File: src/rtl/mem_pkg.sv
// ---------------------------------------------------------------------------
// mem_pkg
// Shared definitions for the MEM response stage:
//   - load operation encodings carried on in_ld_op
//   - MEM entry state encoding
//   - width of the flushed-response cancel counter
// ---------------------------------------------------------------------------
package mem_pkg;

    // Load operation encodings. LD_D and LD_WU are only meaningful on a
    // 64-bit datapath.
    localparam logic [2:0] LD_B    = 3'd0;
    localparam logic [2:0] LD_H    = 3'd1;
    localparam logic [2:0] LD_W    = 3'd2;
    localparam logic [2:0] LD_D    = 3'd3;
    localparam logic [2:0] LD_BU   = 3'd4;
    localparam logic [2:0] LD_HU   = 3'd5;
    localparam logic [2:0] LD_WU   = 3'd6;
    localparam logic [2:0] LD_NONE = 3'd7;

    // MEM entry state.
    //   EMPTY : no instruction held
    //   WAIT  : load held, SRAM response not yet returned
    //   READY : final result available for WB
    typedef enum logic [1:0] {
        EMPTY = 2'd0,
        WAIT  = 2'd1,
        READY = 2'd2
    } mem_state_e;

    // Counter wide enough to hold 0..max_cancel.
    function automatic int cancel_width(input int max_cancel);
        return $clog2(max_cancel + 1);
    endfunction

    localparam int MAX_CANCEL_DEFAULT = 3;
    localparam int CANCEL_W           = cancel_width(MAX_CANCEL_DEFAULT);

endpackage

File: src/rtl/mem_load_align.sv
// ---------------------------------------------------------------------------
// mem_load_align
// Combinational load data aligner. Shifts the addressed bytes of an SRAM
// word down to bit 0 and sign- or zero-extends them according to ld_op.
//
// Ports:
//   data    in   DATA_W  raw SRAM response word
//   offset  in   OFF_W   byte offset of the access within the word
//   ld_op   in   3       load type (mem_pkg LD_* encodings)
//   result  out  DATA_W  aligned and extended load value
// ---------------------------------------------------------------------------
module mem_load_align
    import mem_pkg::*;
#(
    parameter int DATA_W = 32,
    parameter int OFF_W  = $clog2(DATA_W / 8)
) (
    input  logic [DATA_W-1:0] data,
    input  logic [OFF_W-1:0]  offset,
    input  logic [2:0]        ld_op,
    output logic [DATA_W-1:0] result
);

    logic [DATA_W-1:0] shifted;
    logic [DATA_W-1:0] word_sext;
    logic [DATA_W-1:0] word_zext;

    // The addressed byte becomes byte 0; offset is in bytes, so scale by 8.
    assign shifted = data >> {offset, 3'b000};

    // On a 32-bit datapath a word already fills the result, so both word
    // extensions collapse to a pass-through.
    generate
        if (DATA_W > 32) begin : g_wide_word
            assign word_sext = {{(DATA_W-32){shifted[31]}}, shifted[31:0]};
            assign word_zext = {{(DATA_W-32){1'b0}}, shifted[31:0]};
        end else begin : g_narrow_word
            assign word_sext = shifted;
            assign word_zext = shifted;
        end
    endgenerate

    always_comb begin
        result = shifted;
        case (ld_op)
            LD_B:    result = {{(DATA_W-8){shifted[7]}}, shifted[7:0]};
            LD_BU:   result = {{(DATA_W-8){1'b0}}, shifted[7:0]};
            LD_H:    result = {{(DATA_W-16){shifted[15]}}, shifted[15:0]};
            LD_HU:   result = {{(DATA_W-16){1'b0}}, shifted[15:0]};
            LD_W:    result = word_sext;
            LD_WU:   result = word_zext;
            default: result = shifted;
        endcase
    end

endmodule

File: src/rtl/mem_resp_stage.sv
// ---------------------------------------------------------------------------
// mem_resp_stage
// MEM pipeline stage with split-transaction data-SRAM responses. Holds the
// EX->MEM pipeline register, waits for the in-order load response, aligns
// and extends load data, drops responses belonging to flushed loads, and
// drives the MEM forwarding bus.
//
// Ports:
//   clk, reset                   clock, synchronous active-low reset
//   in_valid / in_ready          EX -> MEM handshake
//   in_pc, in_rf_we, in_rf_waddr instruction PC and register write info
//   in_ex_result                 ALU result / load effective address
//   in_mul, in_mul_result        multiplier select and product
//   in_req_issued                EX's load request was accepted by the SRAM
//   in_ld_op                     load type (mem_pkg LD_* encodings)
//   data_sram_data_ok/_rdata     in-order SRAM response
//   flush                        kill the MEM entry (exception / ertn)
//   out_valid / out_ready        MEM -> WB handshake
//   out_result, out_rf_we, out_rf_waddr, out_pc   to WB
//   byp_rf_we, byp_rf_waddr, byp_data_ok, byp_data forwarding bus
// ---------------------------------------------------------------------------
module mem_resp_stage
    import mem_pkg::*;
#(
    parameter int DATA_W     = 32,
    parameter int PC_W       = 32,
    parameter int MAX_CANCEL = 3
) (
    input  logic              clk,
    input  logic              reset,

    input  logic              in_valid,
    output logic              in_ready,
    input  logic [PC_W-1:0]   in_pc,
    input  logic              in_rf_we,
    input  logic [4:0]        in_rf_waddr,
    input  logic [DATA_W-1:0] in_ex_result,
    input  logic              in_mul,
    input  logic [DATA_W-1:0] in_mul_result,
    input  logic              in_req_issued,
    input  logic [2:0]        in_ld_op,

    input  logic              data_sram_data_ok,
    input  logic [DATA_W-1:0] data_sram_rdata,

    input  logic              flush,

    output logic              out_valid,
    input  logic              out_ready,
    output logic [DATA_W-1:0] out_result,
    output logic              out_rf_we,
    output logic [4:0]        out_rf_waddr,
    output logic [PC_W-1:0]   out_pc,

    output logic              byp_rf_we,
    output logic [4:0]        byp_rf_waddr,
    output logic              byp_data_ok,
    output logic [DATA_W-1:0] byp_data
);

    localparam int OFF_W = $clog2(DATA_W / 8);
    localparam int CW    = cancel_width(MAX_CANCEL);

    // -----------------------------------------------------------------------
    // Entry register and control state
    // -----------------------------------------------------------------------
    mem_state_e        state_reg, state_next;
    logic [CW-1:0]     cancel_cnt_reg, cancel_cnt_next;

    logic [PC_W-1:0]   pc_reg;
    logic              rf_we_reg;
    logic [4:0]        rf_waddr_reg;
    logic [DATA_W-1:0] ex_result_reg;
    logic              mul_reg;
    logic [DATA_W-1:0] mul_result_reg;
    logic [2:0]        ld_op_reg;
    logic              is_load_reg;
    logic [DATA_W-1:0] rbuf_reg;

    logic              cnt_zero;
    logic              deliver;
    logic              counted_ok;
    logic              cancel_inc;
    logic              fire;
    logic              accept;
    logic              in_is_load;

    logic [DATA_W-1:0] load_src;
    logic [DATA_W-1:0] load_aligned;

    assign cnt_zero   = (cancel_cnt_reg == '0);

    // A response belongs to the held load only when no flushed responses are
    // still ahead of it in the return stream.
    assign deliver    = (state_reg == WAIT) & data_sram_data_ok & cnt_zero;
    assign counted_ok = data_sram_data_ok & ~cnt_zero;

    // A flushed load whose response is not arriving right now still has one
    // in flight; remember to swallow it.
    assign cancel_inc = flush & (state_reg == WAIT) & ~deliver;

    assign out_valid  = (state_reg == READY) | deliver;
    assign fire       = out_valid & out_ready;
    assign in_ready   = (state_reg == EMPTY) | fire;
    assign accept     = in_valid & in_ready & ~flush;
    assign in_is_load = in_req_issued & (in_ld_op != LD_NONE);

    // -----------------------------------------------------------------------
    // Next-state logic
    // -----------------------------------------------------------------------
    always_comb begin
        state_next = state_reg;
        if (flush) begin
            state_next = EMPTY;
        end else if (accept) begin
            state_next = in_is_load ? WAIT : READY;
        end else if (fire) begin
            // Covers both READY draining and a WAIT entry whose response is
            // consumed by WB in the same cycle it arrives.
            state_next = EMPTY;
        end else if (deliver) begin
            state_next = READY;
        end
    end

    // Increment and decrement in the same cycle cancel out. A count already
    // at MAX_CANCEL holds (and is flagged by the assertion below).
    always_comb begin
        cancel_cnt_next = cancel_cnt_reg;
        case ({cancel_inc, counted_ok})
            2'b10: begin
                if (cancel_cnt_reg != CW'(MAX_CANCEL)) begin
                    cancel_cnt_next = cancel_cnt_reg + CW'(1);
                end
            end
            2'b01:   cancel_cnt_next = cancel_cnt_reg - CW'(1);
            default: cancel_cnt_next = cancel_cnt_reg;
        endcase
    end

    // -----------------------------------------------------------------------
    // Sequential state
    // -----------------------------------------------------------------------
    always_ff @(posedge clk) begin
        if (!reset) begin
            state_reg      <= EMPTY;
            cancel_cnt_reg <= '0;
            pc_reg         <= '0;
            rf_we_reg      <= 1'b0;
            rf_waddr_reg   <= '0;
            ex_result_reg  <= '0;
            mul_reg        <= 1'b0;
            mul_result_reg <= '0;
            ld_op_reg      <= LD_NONE;
            is_load_reg    <= 1'b0;
            rbuf_reg       <= '0;
        end else begin
            state_reg      <= state_next;
            cancel_cnt_reg <= cancel_cnt_next;
            if (accept) begin
                pc_reg         <= in_pc;
                rf_we_reg      <= in_rf_we;
                rf_waddr_reg   <= in_rf_waddr;
                ex_result_reg  <= in_ex_result;
                mul_reg        <= in_mul;
                mul_result_reg <= in_mul_result;
                ld_op_reg      <= in_ld_op;
                is_load_reg    <= in_is_load;
            end
            // Raw data is kept so the result stays stable through WB stalls.
            if (deliver) begin
                rbuf_reg <= data_sram_rdata;
            end
        end
    end

    cancel_no_saturate: assert property (@(posedge clk) disable iff (!reset)
        !(cancel_inc && !counted_ok && (cancel_cnt_reg == CW'(MAX_CANCEL))));

    // -----------------------------------------------------------------------
    // Result path
    // -----------------------------------------------------------------------
    // In the arrival cycle rbuf is not written yet, so bypass the raw data.
    assign load_src = deliver ? data_sram_rdata : rbuf_reg;

    mem_load_align #(
        .DATA_W (DATA_W),
        .OFF_W  (OFF_W)
    ) u_load_align (
        .data   (load_src),
        .offset (ex_result_reg[OFF_W-1:0]),
        .ld_op  (ld_op_reg),
        .result (load_aligned)
    );

    always_comb begin
        out_result = ex_result_reg;
        if (mul_reg) begin
            out_result = mul_result_reg;
        end else if (is_load_reg) begin
            out_result = load_aligned;
        end
    end

    assign out_rf_we    = rf_we_reg;
    assign out_rf_waddr = rf_waddr_reg;
    assign out_pc       = pc_reg;

    // -----------------------------------------------------------------------
    // Forwarding bus
    // -----------------------------------------------------------------------
    assign byp_rf_we    = rf_we_reg & (state_reg != EMPTY);
    assign byp_rf_waddr = rf_waddr_reg;
    assign byp_data_ok  = (state_reg == READY) | ((state_reg == WAIT) & out_valid);
    assign byp_data     = out_result;

endmodule

File: config.mk
export PLATFORM = sky130hd
export DESIGN_NAME = mem_resp_stage
export DESIGN_NICKNAME = d
export VERILOG_FILES = /design/src/rtl/mem_pkg.sv /design/src/rtl/mem_load_align.sv /design/src/rtl/mem_resp_stage.sv
export SDC_FILE = /design/constraint.sdc
export NUM_CORES = 1
export LEC_CHECK = 0
export ABC_AREA = 1
export BUFFER_PORTS_ARGS = -buffer_cell sky130_fd_sc_hd__clkbuf_2
export CAP_MARGIN = 20
export CORE_ASPECT_RATIO = 0.7
export CORE_MARGIN = 8
export CORE_UTILIZATION = 45
export DETAILED_ROUTE_END_ITERATION = 16
export PLACE_DENSITY = 0.83
export SETUP_SLACK_MARGIN = 0.05
export SKIP_CTS_REPAIR_TIMING = 1
export SYNTH_ARGS = -nofsm -noshare
export SYNTH_HDL_FRONTEND = slang
export SYNTH_HIERARCHICAL = 1
export SYNTH_SLANG_ARGS = --single-unit
File: constraint.sdc
create_clock -name clk -period 2.5 [get_ports clk]
set_input_delay 0.5 -clock clk [delete_from_list [all_inputs] [get_ports clk]]
set_output_delay 0.5 -clock clk [all_outputs]
set_load 0.01 [all_outputs]
### Word level (Yosys, flattened, before mapping)

Index checks and enable logic that the tools add are counted.

* bits in registers: 143
* input port bits: 145
* output and inout port bits: 111
* logic and storage cells: 60

* $add $sub $neg: 2
* equal/unequal tests: 10
* shift-type cells: 1
* multiplexer cells: 10
* bitwise operators: 18
* reductions and logical operators: 8

Operators by type and width (count)
* 32-bit case mux with 4 select lines: 1
* 32-bit two-way mux: 3
* 32-bit by 5-bit >> shifter with 32-bit output: 1
* 1-bit bitwise AND: 11
* 2-bit two-way mux: 5
* 3-bit == test (second input constant): 2
* 2-bit by 1-bit == test with 1-bit output (second input constant): 2
* 2-bit == test (second input constant): 2
* 2-bit zero test: 2
* 2-bit != test (second input constant): 2
* 1-bit NOT: 4
* 2-bit case mux with 2 select lines: 1
* 2-bit nonzero test: 2
* 3-bit by 1-bit == test with 1-bit output (second input constant): 1
* 3-bit zero test: 1
* 3-bit != test (second input constant): 1
* 1-bit bitwise OR: 3
* 3-bit nonzero test: 1
* 2-bit by 1-bit adder with 2-bit output (second input constant): 1
* 2-bit AND reduction: 1
* 2-bit OR reduction: 1
* 2-bit by 1-bit subtractor with 2-bit output (second input constant): 1

### Logic depth before layout (Yosys ltp)

Gate-level depths: netlist of the first run.

* word-level depth: 9
* gate-level depth with buffers: 16
* gate-level depth less buffers: 13

### Cells and area by module

The synthesis of the first run kept the hierarchy.

By module, submodules not included
* mem_resp_stage: times used 1, cells an instance 870, area each 6349.8 um^2, sequential area each 2862.7 um^2
* mem_load_align: times used 1, cells an instance 165, area each 810.8 um^2, sequential area each 0.0 um^2

### Worst setup path before layout of the first run

OpenSTA, ideal clock, no wires.

* path type: flip-flop to output port
* from: register state_reg[0]
* to: output port out_result[24]
* data arrival time: 2.284 ns
* required time: 2.000 ns
* path slack: -0.284 ns
* stages on the path, launching flop included: 17
* path buffers: 3
* cell sequence: dfxtp_1 inv_2 nor2_4 nand3_4 inv_1 clkbuf_1 or2_2 o21ai_0 inv_1 nand2_1 nand3_1 nand3_2 buf_2 nand3_1 a21oi_1 a21oi_1 buf_4

* word-level cells in the longest chain between the ends: 8

RTL lines
* from (decl): line mem_resp_stage.sv:67 `mem_state_e state_reg, state_next;`
* from (signal assigned): line mem_resp_stage.sv:158 `state_reg <= state_next;`
* 2-bit by 1-bit == test with 1-bit output: line mem_resp_stage.sv:95 `assign deliver = (state_reg == WAIT) & data_sram_data_ok & cnt_zero;`
* 1-bit bitwise AND (2 in series): line mem_resp_stage.sv:95
* 32-bit two-way mux
* net load_src[23]: line mem_resp_stage.sv:88 `logic [DATA_W-1:0] load_src;`
* 32-bit by 5-bit >> shifter with 32-bit output: line mem_load_align.sv:29 `assign shifted = data >> {offset, 3'b000};`
* 32-bit case mux with 4 select lines: line mem_load_align.sv:45 `case (ld_op)`
* net load_aligned[24]: line mem_resp_stage.sv:89 `logic [DATA_W-1:0] load_aligned;`
* 32-bit two-way mux: line mem_resp_stage.sv:200 `end else if (is_load_reg) begin`
* 32-bit two-way mux: line mem_resp_stage.sv:198 `if (mul_reg) begin`
* to (decl): line mem_resp_stage.sv:50 `output logic [DATA_W-1:0] out_result,`

The timed path passes the listed nets, and every way through them passes these cells.

### Worst setup path in the final report of the first run

* from: register state_reg[0]
* to: output port byp_data[13]

* word-level cells in the longest chain between the ends: 8

RTL lines
* 2-bit by 1-bit == test with 1-bit output: line mem_resp_stage.sv:95
* 1-bit bitwise AND (2 in series): line mem_resp_stage.sv:95
* 32-bit two-way mux
* net load_src[7]: line mem_resp_stage.sv:88
* 32-bit by 5-bit >> shifter with 32-bit output: line mem_load_align.sv:29
* 32-bit case mux with 4 select lines: line mem_load_align.sv:45
* net load_aligned[13]: line mem_resp_stage.sv:89
* 32-bit two-way mux: line mem_resp_stage.sv:200
* 32-bit two-way mux: line mem_resp_stage.sv:198
* to (decl): line mem_resp_stage.sv:58 `output logic [DATA_W-1:0] byp_data`

The timed path passes the listed nets, and every way through them passes these cells.

==> results by stage, run 1 <==
Global routing:
- The overflow left after global routing is 0.
- The via count of the first global-routing pass came to 7569.
- The number of antenna violations at the first check in global routing is 0.
- The overall global routing resource usage is 0.240.
- Entering global routing, the biggest net connects ~110 pins.
- The global-route wire length before repair is about 39000 µm.

Cells and area:
- In the final layout, the share of cells above drive strength 1 is 0.388.
- The count of placed standard cells in the final layout, fillers left out is 1479.
- The antenna diode count is 0.
- The area added between synthesis and finish is 32.8%.
- For this run, the post-layout net count is 1411.
- The final standard cell utilization of the core is 0.612.

Clock network:
- The maximum clock insertion buffer count is 2.
- The number of clock sinks is between 100 and 150.
- After clock tree synthesis, the clock-pin slew on the worst setup and hold paths is 70 ps.
- The clock latency on the worst-skew pair is 420 ps.
- CTS built an H-tree with a depth of 4.
- The number of buffers created by CTS is 17.
- TritonCTS built the clock tree.
- The clock tree root driver cell is clkbuf_16.

Status:
- The checks that failed: negative setup slack.
- The run finished, with violations left.

Floorplanning:
- The horizontal die dimension is around 170 µm.
- The placeable core area is roughly 16000 µm².
- The die covers 20300 µm².
- For this design the top-level I/O count stands at roughly 260.
- The starting density of the core is 0.461.
- The die is 122 µm tall.
- The floorplan has 38 rows.

Route:
- The detail-routed net length per standard cell is roughly 17 µm.
- Once detail routing completed, the nets flagged for antenna violations numbered 0.
- In the routed design, unresolved DRC markers number 0.
- The detailed-routing iteration count for the pre-antenna-repair pass is 5.
- The number of violations reported at the end of detailed-routing iteration 0 is 658.
- The ratio of routed vias to standard cells is approximately 5.3.
- Wires add up to roughly 25000 µm.
- The routed layout has ~7.8k vias.

Timing:
- The worst pin sits at a relative slew slack of 0.637.
- Subtracting the final worst setup slack from the clock period gives between 3000 and 4000 ps.
- Dividing the final minimum period by the clock period gives 1.22.
- Hold is met by 324 ps.
- Setup repair after global routing could not meet its margin everywhere.
- The final count of hold timing violations is 0.
- Setup violations remaining at the end of the flow were counted as 64.
- In the post-route analysis, the smallest setup slack over all paths is -561 ps.
- The max-slew violation count is 0.
- For the final database, setup skew stands at between 10 and 15 ps.
- At the pin with the least slew margin, the transition time is 544 ps.
- The timing-limited maximum frequency is between 300 and 400 MHz.

Synthesis:
- The Yosys warning count is 6.
- The number of distinct library cells after synthesis is 25.
- The cell type with the highest aggregate area in the netlist is dfxtp_1.
- For this run, the register share of the synthesized area comes to 0.400.
- The number of instances in the synthesized netlist is roughly 1.0k.
- The net count of the mapped netlist is between 1k and 1.5k.
- The count of state elements after synthesis is between 100 and 150.
- The share of the synthesized area in the top cell type is 0.400.
- After synthesis, the cell types taking the most area are dfxtp_1 (40%), a21oi_1 (13%), nand2_1 (11%).
- The synthesized area divided by synthesized cell count is just under 7 µm².
- The synthesized netlist occupies a cell area of a little over 7000 µm².

Place:
- During placement, the flow inserted port buffers numbering 255.
- The congestion estimate from routability-driven global placement came to about 0.95.
- Counting tap cells, the placed design contains a total of approximately 1.4k instances.
- Timing analysis after detailed placement gives a worst setup slack of -287 ps.
- The wire-length estimate of the detail-placed layout is around 19000 µm.

Worst hold path:
- The path class of the tightest hold or removal check is primary input to flip-flop.

Worst setup path:
- The critical path's largest stage delay is roughly 330 ps.
- The slowest stage of the critical path is the dfxtp_2 cell.
- Among cell families on the critical path, the largest total delay comes from simple AND/OR/NAND/NOR gates.
- The kind of end point of the critical path is an output port.
- The critical path contains buffers and inverters numbering 6 combined.
- The critical path goes through inv_2 > nor2_4 > nand3_4 > inv_8 > buf_4 > or2_4 > o21ai_2 > inv_1 > nand2_2 > nand3_2 > nand3_4 > buf_12 > nand2_1 > a21oi_2 > a21oi_2 > clkbuf_2.
- The launching element type of the critical path is a flip-flop.
- The data required time at the worst endpoint is ~2000 ps.
- The largest fanout on the critical path is 20.
- For the worst setup path, the data arrival time is 2560 ps.
- The critical path in this run is classified as flip-flop to output port.

Power and ir drop:
- For this design the ratio of total power to cell area is between 600 and 700 nW/µm².
- The leakage power of the design is approximately 4.7 nW.
- The worst-case IR drop observed on VDD is about 0.5 mV.

Flow run:
- The max-capacitance violation count is 0.
## final timing paths
check	from	endpoint	slack, ps	depth (start not counted)
min	in_pc[15]	out_pc[15]	320	3
max	state_reg[0]	byp_data[13]	-560	16
max reg2reg	state_reg[0]	state_reg[0]	560	10
min reg2reg	out_pc[15]	out_pc[15]	460	2
## cell type report
| type | instances | area (µm²) |
|---|---|---|
| clock inverter | 14 | 119 |
| sequential | 143 | 2870 |
| clock buffer | 18 | 439 |
| multi-input combinational | 720 | 3700 |
| fill | 1451 | 6030 |
| inverter | 53 | 213 |
| tap | 200 | 250 |
| timing repair buffer | 331 | 1920 |
## cell usage after synthesis (all sizes together)
library cell and instances:
nor2 82, a21boi 1, a21oi 189, a311oi 1, o21ai 50, o211ai 3
buf 75, nand2 213, nand3 146, dfxtp 143, clkbuf 44, or2 33
o21a 1, and2 1, inv 53
## routing by layer
layer	GRT usage	routed length, µm	part of all wire
met1	0.297	10700	0.42
met2	0.398	12000	0.47
met3	0.0856	2360	0.093
met4	0.0527	272	0.011
met5	0	0	0
## worst reg2reg max path, cell delays in order, from the launching register on
cell,delay (ps)
dfxtp_2,340
inv_2,50
nor2_4,100
nand3_4,120
buf_12,190
nand2_4,80
nand2_4,70
nand2_4,100
buf_4,350
nand3_1,210
a21boi_0,230
## stage by stage
| stage | setup TNS (ps) | total power [mW] | area (µm²) |
|---|---|---|---|
| 6_report | -31420 | 5.81 | 9510 |
| 5_1_grt | -39090 | 6.04 | 9510 |
| 4_1_cts | -36530 | 5.83 | 9430 |
| 3_5_place_dp | -15080 | 3.42 | 8870 |
| 3_3_place_gp | -12920 | 3.40 | 8870 |
| 2_1_floorplan | 0 | 3.08 | 7470 |
## report_power, final
part	internal [mW]	switching [mW]	leakage, nW
registers	2.37	0.0606	1.17
clock network	1.33	1.09	0.265
logic	0.381	0.573	3.27
total	4.08	1.73	4.70
## kinds of logic (layout without fill, tap and decap cells)
group / count (synthesis) / in the layout / share of synthesized area
AO/OA/AOI/OAI: 245 / 245 / 0.174
buffers and inverters: 172 / 416 / 0.127
flip-flops: 143 / 143 / 0.400
AND/OR/NAND/NOR: 475 / 475 / 0.299
## layout by cell type, fill, tap and decap left out, types with 6 or more instances in the layout
master and instances:
a21oi_2 59, o21ai_0 35, buf_4 71, or2_2 30, o21ai_1 11, clkbuf_16 17
buf_12 6, a21oi_1 130, clkbuf_2 250, dfxtp_1 139, nand3_2 15, nand2_1 207
nor2_1 78, nand3_1 128, inv_1 48, inv_6 6
(Power assumes the default switching activity.)
==> inputs of run 2 (changes only) <==
- CORE_MARGIN: 8 -> 2
==> run 2 against run 1 <==
Compared with the run above:
- the flow still finishes with violations (negative setup slack)
- cell area rose by 1.1%
- critical path depth stayed put
- first-iteration DRC count rose by 2.9%
- cell count shrank 0.14%
- clock skew decreased by 4.1 ps
- setup slack got worse by 37 ps
- count of clock-buffer cells in the layout stayed put
- non-clock buffer count decreased by 6
- global-route usage rose by 3.1 points
- critical path type unchanged
==> results by stage, run 2 (same netlist as run 1, synthesis figures left out) <==
Global routing:
- The via count of the first global-routing pass is 6981 (-7.8%).
- The number of antenna violations at the first check in global routing is 1 (+1).
- The pin count of the biggest net entering global routing is 109 (unchanged).
- The overall global routing resource usage came to 0.271 (+0.0311).
- The global-route wire length before repair is 35900 µm (-8.7%).
- The overflow left after global routing is 0 (unchanged).

Clock network:
- The maximum clock insertion buffer count is 2 (unchanged).
- TritonCTS built the clock tree.
- The clock input transition at the sequential cells of the worst setup and hold paths is 70 ps (about the same).
- The number of buffers created by CTS is 17 (unchanged).
- The number of clock sinks is 143 (unchanged).
- The clock tree root driver cell is clkbuf_16.
- The number of H-tree branching levels was 4 (unchanged).
- The clock latency on the worst-skew pair is 420 ps (about the same).

Worst setup path:
- The worst setup slack for register-to-register paths is 460 ps (-100 ps).
- In this run the critical register-to-register path is captured at ex_result_reg[6].
- The launching element type of the critical path is a flip-flop.
- The worst register-to-register path begins at state_reg[0].
- The largest fanout on the critical path is 8 (-60%).
- The critical path in this run is classified as flip-flop to output port.
- The origin of the worst setup path is state_reg[0].
- The worst endpoint data arrival time is 2600 ps (+40 ps).
- The worst setup path is captured at an output port.
- The data required time at the worst endpoint came to 2000 ps (about the same).
- The count of cells along the worst register-to-register path is 11 (+1).

Timing:
- The timing-limited maximum frequency was 323 MHz (-1.2%).
- The max-slew violation count is 0 (unchanged).
- The fraction of the cycle the final worst path needs is 1.24 (+0.0147).
- The worst clock skew is 7.62 ps (-4.10 ps).
- Setup repair after global routing could not meet its margin everywhere.
- The minimum period implied by the final worst setup slack is 3100 ps (+36.7 ps).
- The worst slew slack as a fraction of its limit was 0.639 (+0.00219).
- The slew at the pin closest to its max-slew limit came to 541 ps (-3.29 ps).
- The least setup slack across all paths after layout is -598 ps (-36.7 ps).
- The total setup violations reported at the end of the flow came to 64 (unchanged).
- The final count of hold timing violations was 0 (unchanged).
- The total negative slack is -32920 ps (-1500 ps).

Power and ir drop:
- The leakage power of the design was 4.71 nW (+0.19%).
- The power consumption is 5.92 mW (+1.9%).
- The peak supply drop is 0.402 mV (-17%).
- The power density of the placed cells is 615 nW/µm² (+0.78%).

Cells and area:
- The cell area after layout is 9620 µm² (+1.1%).
- The commonest non-fill, non-tap cell in the layout is clkbuf_2.
- The area added between synthesis and finish is 34.3%.
- The sequential standard cell area is 2870 µm² (unchanged).
- The number of fill cells came to 1417 (-2.3%).
- The final standard cell utilization of the core is 0.619 (+0.00676).
- The final-stage net count came to 1408 (-0.21%).
- The multi-input logic area is 3780 µm² (+2.1%).
- The share of cells above drive strength 1 is 0.399 (+0.0111).
- In the layout the commonest cells are clkbuf_2 (236), nand2_1 (204), dfxtp_1 (139).

Place:
- The post-DP HPWL came to 17000 µm (-9.5%).
- The cell area after placement is 8820 µm² (-0.54%).
- The routability-driven placement congestion ratio is 0.957 (+0.92%).
- The number of port buffers is 255 (unchanged).
- The pre-CTS setup slack is -350 ps (-63.6 ps).

Route:
- The detail-routed net length per standard cell is 16.2 µm (-5.3%).
- The total wirelength of the detailed-routed design is 24000 µm (-5.4%).
- The number of remaining DRC errors is 0 (unchanged).
- The detailed-routing iteration count for the pre-antenna-repair pass is 5 (unchanged).
- The remaining number of nets flagged by the antenna check after routing is 0 (unchanged).
- The number of violations reported at the end of detailed-routing iteration 0 is 677 (+2.9%).
- The ratio of routed vias to standard cells is 5.31 (+0.62%).
- The overall via count from detail_route came to 7850 (+0.49%).

Floorplanning:
- The placeable core area is 15500 µm² (unchanged).
- The floorplan die height is 110 µm (-9.9%).
- The placement row count is 38 (unchanged).
- The horizontal die dimension came to 155 µm (-7.2%).
- The I/O pin count is 256 (unchanged).
- The starting density of the core came to 0.461 (unchanged).
- The floorplan die area is 17000 µm² (-16%).

Worst hold path:
- The worst hold-check path type is primary input to flip-flop.
- The count of cells along the worst hold path is 3 (unchanged).
- The worst hold path terminates at byp_rf_waddr[4].
- The launch instance of the worst min-delay path is in_rf_waddr[4].

Status:
- The checks that failed: negative setup slack.
- The flow ran to the end, but the final reports show violations.

Flow run:
- The max-capacitance violation count came to 0 (unchanged).
run 2: where the power goes:
| part | total, mW | internal, mW | switching [mW] |
|---|---|---|---|
| logic | 0.960 | 0.382 | 0.578 |
| clock network | 2.53 | 1.43 | 1.10 |
| registers | 2.43 | 2.37 | 0.0569 |
| total | 5.92 | 4.18 | 1.73 |
run 2: per-stage QoR:
stage                     cells  hold WS, ps
after floorplan            1035          439
after CTS                  1468          309
after global routing       1476          316
after detailed placement   1436          452
final                      1477          323
after global placement     1436          447
run 2: how the worst max path moves through the flow:
stage,to,slack (ps),cells past startpoint
floorplan,out_result[16],30,14
global placement,byp_data[4],-360,14
detailed placement,out_result[4],-350,14
CTS,out_result[4],-650,14
global route,out_result[17],-710,14
finish,out_result[16],-600,16
run 2: metal layers:
metal | global-route usage | vias up | part of all wire
li1 | - | 3831 | -
met3 | 0.0674 | 26 | 0.076
met5 | 0 | - | 0
met4 | 0.0800 | 0 | 0.015
met2 | 0.443 | 334 | 0.47
met1 | 0.357 | 3659 | 0.44
run 2: final cells by class:
| cell class | count | area share |
|---|---|---|
| diodes | 1 | 0.000260 |
| clock buffers | 18 | 0.0457 |
| clock inverters | 14 | 0.0151 |
| inverters | 53 | 0.0221 |
| multi-input cells | 722 | 0.393 |
| flip-flops and latches | 143 | 0.298 |
| well taps | 200 | 0.0260 |
| repair buffers | 325 | 0.199 |
| repair inverters | 1 | 0.000650 |
run 2: worst max-delay path, cell delays in order, from the launching register on:
cell	delay, ps
dfxtp_2	330
inv_2	50
nor2_4	120
nand3_4	160
inv_8	120
buf_6	100
or2_4	110
o21ai_4	50
inv_2	50
nand2_2	60
nand3_4	90
nand3_4	140
buf_12	180
nand3_2	70
a21oi_2	60
a21oi_2	270
buf_2	190
